### src/rtl/cpu_pkg.sv
// cpu_pkg: shared encodings for the 16-bit CPU control path.
// Contents: opcode/ext constants, FSM state encoding, next-PC and write-back
// select encodings, and the one-hot instruction class struct.
package cpu_pkg;
  localparam logic [3:0] OP_RTYPE  = 4'h0;
  localparam logic [3:0] OP_MEMJ   = 4'h4;
  localparam logic [3:0] OP_BCOND  = 4'hC;
  localparam logic [3:0] EXT_LOAD  = 4'h0;
  localparam logic [3:0] EXT_STOR  = 4'h4;
  localparam logic [3:0] EXT_JAL   = 4'h8;
  localparam logic [3:0] EXT_JCOND = 4'hC;
  typedef enum logic [2:0] {
    S_IDLE   = 3'd0,
    S_FETCH  = 3'd1,
    S_DECODE = 3'd2,
    S_EXEC   = 3'd3,
    S_MEM_RD = 3'd4,
    S_MEM_WR = 3'd5,
    S_BRANCH = 3'd6
  } state_t;
  localparam logic [1:0] PC_INC  = 2'b00;
  localparam logic [1:0] PC_DISP = 2'b01;
  localparam logic [1:0] PC_REG  = 2'b10;
  localparam logic [1:0] WB_ALU  = 2'b00;
  localparam logic [1:0] WB_MEM  = 2'b01;
  localparam logic [1:0] WB_LINK = 2'b10;
  typedef struct packed {
    logic rtype;
    logic itype;
    logic load;
    logic stor;
    logic jcond;
    logic jal;
    logic bcond;
    logic nop;
  } iclass_t;
endpackage

### src/rtl/instr_class_decode.sv
// instr_class_decode: combinational instruction-register to one-hot class decode.
// Ports: instr_i - instruction register (opcode [15:12], ext [7:4]);
//        cls_o   - exactly one class bit set.
module instr_class_decode
  import cpu_pkg::*;
(
  input  logic [15:0] instr_i,
  output iclass_t     cls_o
);
  logic [3:0] op;
  logic [3:0] ext;
  logic       memj;
  logic       unused_bits;
  assign op          = instr_i[15:12];
  assign ext         = instr_i[7:4];
  assign memj        = op == OP_MEMJ;
  assign unused_bits = ^{instr_i[11:8], instr_i[3:0]};
  always_comb begin
    cls_o       = '0;
    cls_o.rtype = op == OP_RTYPE;
    cls_o.bcond = op == OP_BCOND;
    cls_o.itype = !(cls_o.rtype || cls_o.bcond || memj);
    cls_o.load  = memj && ext == EXT_LOAD;
    cls_o.stor  = memj && ext == EXT_STOR;
    cls_o.jal   = memj && ext == EXT_JAL;
    cls_o.jcond = memj && ext == EXT_JCOND;
    // Unrecognised ext under the memory/jump opcode just advances the PC.
    cls_o.nop   = memj && !(cls_o.load || cls_o.stor || cls_o.jal || cls_o.jcond);
  end
endmodule

### src/rtl/cpu_ctrl_fsm.sv
// cpu_ctrl_fsm: multi-cycle fetch/decode/execute control FSM for the 16-bit CPU.
// Inputs:  clk, reset (async, active-high), run, instr, cond_met, mem_ready.
// Outputs: ir_load_en, mem_rd_en, mem_wr_en, addr_sel, pc_en, pc_sel,
//          rf_wr_en, rf_wr_sel, flags_en, imm_sel, state (debug).
module cpu_ctrl_fsm
  import cpu_pkg::*;
(
  input  logic        clk,
  input  logic        reset,
  input  logic        run,
  input  logic [15:0] instr,
  input  logic        cond_met,
  input  logic        mem_ready,
  output logic        ir_load_en,
  output logic        mem_rd_en,
  output logic        mem_wr_en,
  output logic        addr_sel,
  output logic        pc_en,
  output logic [1:0]  pc_sel,
  output logic        rf_wr_en,
  output logic [1:0]  rf_wr_sel,
  output logic        flags_en,
  output logic        imm_sel,
  output logic [2:0]  state
);
  state_t  state_q;
  state_t  state_d;
  iclass_t cls;
  instr_class_decode u_dec (
    .instr_i(instr),
    .cls_o  (cls)
  );
  always_ff @(posedge clk or posedge reset)
    if (reset) state_q <= S_IDLE;
    else state_q <= state_d;
  assign state = state_q;
  // Outputs depend only on state_q plus Mealy terms, so reset clears them at once.
  always_comb begin
    state_d    = state_q;
    ir_load_en = 1'b0;
    mem_rd_en  = 1'b0;
    mem_wr_en  = 1'b0;
    addr_sel   = 1'b0;
    pc_en      = 1'b0;
    pc_sel     = PC_INC;
    rf_wr_en   = 1'b0;
    rf_wr_sel  = WB_ALU;
    flags_en   = 1'b0;
    imm_sel    = 1'b0;
    case (state_q)
      S_IDLE: state_d = run ? S_FETCH : S_IDLE;
      S_FETCH: begin
        mem_rd_en  = 1'b1;
        ir_load_en = mem_ready;
        state_d    = mem_ready ? S_DECODE : S_FETCH;
      end
      S_DECODE:
        state_d = cls.load ? S_MEM_RD :
                  cls.stor ? S_MEM_WR :
                  (cls.jcond || cls.bcond || cls.jal) ? S_BRANCH : S_EXEC;
      S_EXEC: begin
        rf_wr_en = !cls.nop;
        flags_en = cls.rtype || cls.itype;
        imm_sel  = cls.itype;
        pc_en    = 1'b1;
        state_d  = S_FETCH;
      end
      S_MEM_RD: begin
        mem_rd_en = 1'b1;
        addr_sel  = 1'b1;
        rf_wr_en  = mem_ready;
        rf_wr_sel = mem_ready ? WB_MEM : WB_ALU;
        pc_en     = mem_ready;
        state_d   = mem_ready ? S_FETCH : S_MEM_RD;
      end
      S_MEM_WR: begin
        mem_wr_en = 1'b1;
        addr_sel  = 1'b1;
        pc_en     = mem_ready;
        state_d   = mem_ready ? S_FETCH : S_MEM_WR;
      end
      S_BRANCH: begin
        pc_en     = 1'b1;
        pc_sel    = cls.jal ? PC_REG : !cond_met ? PC_INC : cls.bcond ? PC_DISP : PC_REG;
        rf_wr_en  = cls.jal;
        rf_wr_sel = cls.jal ? WB_LINK : WB_ALU;
        state_d   = S_FETCH;
      end
      default: state_d = S_IDLE;
    endcase
  end
endmodule

### config.mk
export PLATFORM = sky130hd
export DESIGN_NAME = cpu_ctrl_fsm
export DESIGN_NICKNAME = d
export VERILOG_FILES = /design/src/rtl/cpu_pkg.sv /design/src/rtl/instr_class_decode.sv /design/src/rtl/cpu_ctrl_fsm.sv
export SDC_FILE = /design/constraint.sdc
export NUM_CORES = 1
export LEC_CHECK = 0
export BUFFER_PORTS_ARGS = -buffer_cell sky130_fd_sc_hd__buf_4
export CAP_MARGIN = 20
export CORE_AREA = 2 2 39 41
export CTS_CLUSTER_DIAMETER = 30
export CTS_CLUSTER_SIZE = 20
export DETAILED_ROUTE_END_ITERATION = 10
export DIE_AREA = 0 0 41 43
export HOLD_SLACK_MARGIN = 0.03
export PLACE_DENSITY_LB_ADDON = 0.25
export SLEW_MARGIN = 20
export SYNTH_ARGS = -nofsm -noshare
export SYNTH_HDL_FRONTEND = slang
export SYNTH_SLANG_ARGS = --single-unit
### constraint.sdc
create_clock -name clk -period 2.35 [get_ports clk]
set_clock_uncertainty 0.2 [all_clocks]
set_input_delay 0.1175 -clock clk [delete_from_list [all_inputs] [get_ports clk]]
set_output_delay 0.1175 -clock clk [all_outputs]
set_load 0.05 [all_outputs]
### Word level (Yosys, flattened, before mapping)

Index checks and enable logic that the tools add are counted.

* multiply operators: 0
* multiplexer cells: 23
* order comparisons: 0
* bitwise operators: 0
* eq/ne operators: 11
* add/sub/neg operators: 0
* shifts and indexed selects: 0
* div/mod/pow operators: 0
* reduce and logical (&&, ||, !) cells: 22

Operator list (count)
* 3-bit case mux with 6 select lines: 1
* 3-bit two-way mux: 5
* 4-bit equality test (second input constant): 3
* 2-bit two-way mux: 6
* 3-bit equality test (second input constant): 3
* 4-bit by 3-bit equality test with 1-bit output (second input constant): 2
* 4-bit zero test: 2
* 1-bit logical OR: 8
* 1-bit two-way mux: 8
* 3-bit by 2-bit equality test with 1-bit output (second input constant): 2
* 2-bit OR reduction: 3
* 1-bit logical AND: 5
* 2-bit case mux with 2 select lines: 1
* 3-bit by 1-bit equality test with 1-bit output (second input constant): 1
* 1-bit zero test: 3
* 3-bit zero test: 1
* 1-bit case mux with 3 select lines: 1
* 1-bit case mux with 2 select lines: 1

* bits in latches: 0
* memories: 0
* output and inout port bits: 15
* logic and storage cells: 57
* bits in read-only memories: 0
* input bits: 21
* RAM bits: 0
* register bits after elaboration: 3

### Longest topological paths before layout

* word-level depth: 9
* gate-level depth with buffers: 5
* gate-level depth less buffers: 4

### By module

From an unflattened synthesis, not the netlist that was laid out.

* cells, all modules: 59
* area, all modules: 424.2 sq um

By module, submodules not included
* cpu_ctrl_fsm: cells an instance 46, area each 334.1 sq um, sequential area each 75.1 sq um, times used 1
* instr_class_decode: cells an instance 13, area each 90.1 sq um, sequential area each 0.0 sq um, times used 1

### Least setup slack after synthesis

No wires, ideal clock.

* kind: register to output
* from: reg state_q[0], in the netlist state[0]
* to: out pc_sel[1]
* arrival: 2.356 ns
* stages on the path, launching flop included: 6
* path buffers: 1
* setup slack: -0.324 ns
* data required time: 2.033 ns
* cells stage by stage: dfrtp_1 buf_2 nor2b_2 and4b_1 nand3_1 a21boi_0

* word-level cells in the longest chain between the ends: 2

Ends and longest elaborated chain
* start: declaration: line cpu_ctrl_fsm.sv:26 `state_t state_q;`
* start signal: assignment: line cpu_ctrl_fsm.sv:35 `else state_q <= state_d;`
* 3-bit equality test: line cpu_ctrl_fsm.sv:50 `case (state_q)`
* 2-bit two-way mux: line cpu_ctrl_fsm.sv:50
* end: declaration: line cpu_ctrl_fsm.sv:19 `output logic [1:0] pc_sel,`

No other way between the ends.

### Worst setup path after layout

* from: reg state_q[2], in the netlist state[2]
* to: out pc_sel[1]

Same word-level chain as after synthesis.

==> impl_metrics.env <==
export IMPL_post_cts_setup_buffers=0
export IMPL_final_area_sq_um=662
export IMPL_r2r_slack_ps=370
export IMPL_setup_viol=0
export IMPL_tns_ps=0
export IMPL_maxCapViolations=0
export IMPL_status="finished, final reports clean"
export IMPL_routedWlPerCell_um=11.2
export IMPL_synth_top_area_cell="dfrtp_1"
export IMPL_ys_seq_elements=3
export IMPL_die_h_um=43
export IMPL_clkTransAtPathRegs_ps=40
export IMPL_syn_area_sq_um=367
export IMPL_holdWs_ps=96.0
export IMPL_core_area_sq_um=1380
export IMPL_via_per_inst=5.16
export IMPL_power_mw=0.692
export IMPL_powerDensity_nw_per_um2=1040
export IMPL_vias=531
export IMPL_cp_max_fo=12
export IMPL_ant_nets=0
export IMPL_grt_first_pass_wirelength_um=1990
export IMPL_fp_dieArea_sq_um=1760
export IMPL_syn_inst=53
export IMPL_grt_pass1_vias=485
export IMPL_dr_first_iter_drc_count=13
export IMPL_worst_pin_slew_ps=462
export IMPL_diodes=0
export IMPL_layout_common_cells="buf_4, nor2_1, nand2b_1, dlygate4sd3_1, a21oi_1"
export IMPL_gp_congestion=0.738
export IMPL_worstPathRequired_ps=2030
export IMPL_r2r_end="state[2]$_DFF_PP0_"
export IMPL_start_kind="flop"
export IMPL_grt_max_degree=13
export IMPL_period_share_pct=85.5
export IMPL_rsz0062_at_grt="false"
export IMPL_ff2ff_path_depth=5
export IMPL_yosys_area_top_type_share_pct=20.5
export IMPL_mostFrequentLayoutCell="buf_4"
export IMPL_syn_num_nets=74
export IMPL_cts_root_buf="clkbuf_4"
export IMPL_finalNetCount=109
export IMPL_num_io_pins=36
export IMPL_dp_hpwl_um=786
export IMPL_syn_avg_cell_area_sq_um=6.92
export IMPL_placed_cell_area_sq_um=576
export IMPL_numCtsBuffers=3
export IMPL_max_freq_mhz=498
export IMPL_cellLeakagePower_nw=0.323
export IMPL_synthFlopType="dfrtp_1"
export IMPL_synth_distinct_cells=27
export IMPL_cts_tree="done"
export IMPL_clock_latency_ps=240
export IMPL_slew_viol_final=0
export IMPL_peakVddDrop_mv=0.380
export IMPL_synthArstFlopShare_pct=100
export IMPL_netlist_top_cells_area="dfrtp_1, nand2b_1, nor2_1"
export IMPL_die_w_um=41
export IMPL_cts_max_level=1
export IMPL_clock_path_buffers=2
export IMPL_wirelength_um=1160
export IMPL_cts_sinks=3
export IMPL_hold_viol=0
export IMPL_finalCriticalPeriod_ps=2010
export IMPL_fp_row_count=14
export IMPL_drcViolationCount=0
export IMPL_hp_class="input port to asynchronous set/reset pin"
export IMPL_initial_core_util_pct=26.5
export IMPL_regToRegStartpoint="state[0]$_DFF_PP0_"
export IMPL_crit_path_end_kind="output port"
export IMPL_maxSlewHeadroom_pct=69.1
export IMPL_grt_use_total_pct=16.3
export IMPL_area_growth_pct=80.5
export IMPL_largest_reg_flops=3
export IMPL_fill_cells=150
export IMPL_drive_gt1_share_pct=39.1
export IMPL_portBuffers=27
export IMPL_antenna_found_initial=0
export IMPL_arrival_ps=1690
export IMPL_critPathKind="flop to output port"
export IMPL_synth_edf_count=0
export IMPL_gr_total_overflow=0
export IMPL_firstDrtPassIters=4
export IMPL_yosysWarnings=0
export IMPL_yosysSeqAreaShare_pct=20.5
-- logic make-up (layout without fill, tap and decap cells) --
logic type,after synthesis,count (layout),synth area share [%]
compound gates,15,15,28.7
buf+inv,6,40,6.82
flops,3,3,20.5
simple gates,29,29,44.0
-- per-stage QoR --
stage	setup slack, ps	util, %	instances
global route	180	47.8	103
global placement	567	41.6	93
floorplan	18.8	-	53
detailed placement	596	41.6	93
finish	341	47.8	103
CTS	319	47.8	103
-- synthesized netlist by cell type, types with 2 or more instances --
cell type  instances
nor2_1             8
nand2b_1           6
a21oi_1            4
dfrtp_1            3
inv_1              3
nand2_1            3
nor3_1             3
buf_2              2
nand3_1            2
o21ai_0            2
-- metal layers --
metal | track usage [%] | share of wire, % | wire length (um)
met1 | 21.5 | 42 | 492
met2 | 23.4 | 47 | 550
met3 | 1.57 | 8.0 | 93
met4 | 12.0 | 1.8 | 21
met5 | 0 | 0 | 0
-- area by class of cell --
| class | count | area (sq um) | share of cell area, % |
|---|---|---|---|
| multi-input combinational | 44 | 267 | 40.3 |
| timing repair buffer | 33 | 263 | 39.7 |
| sequential | 3 | 75.1 | 11.3 |
| clock buffer | 4 | 26.3 | 3.97 |
| tap | 16 | 20.0 | 3.02 |
| inverter | 3 | 11.3 | 1.70 |
-- power by group --
group	switching (mW)	internal, mW	leakage (nW)
logic	0.313	0.164	0.270
clock network	0.0322	0.0640	0.0150
registers	0.0489	0.0693	0.0382
total	0.394	0.297	0.323
-- repair_timing --
action	4_1_cts	5_1_grt
hold buffers	6	0
hold endpoints to repair	6	0
resized for setup	0	0
-- worst max path at each step --
stage | from | end | slack, ps | depth (start not counted)
floorplan | state[0]$_DFF_PP0_ | flags_en | 20 | 3
global placement | state[2]$_DFF_PP0_ | pc_sel[1] | 570 | 5
detailed placement | state[2]$_DFF_PP0_ | pc_sel[1] | 600 | 5
CTS | state[2]$_DFF_PP0_ | pc_sel[1] | 320 | 5
global route | state[0]$_DFF_PP0_ | state[2]$_DFF_PP0_ | 180 | 5
finish | state[2]$_DFF_PP0_ | pc_sel[1] | 340 | 5
-- critical path: stages, from the launching register on --
cell	delay (ps)
dfrtp_1	510
nor2b_2	220
and4b_1	250
nand3_1	90
a21boi_1	160
buf_4	210
No activity file was read; power rests on OpenSTA's default activity.
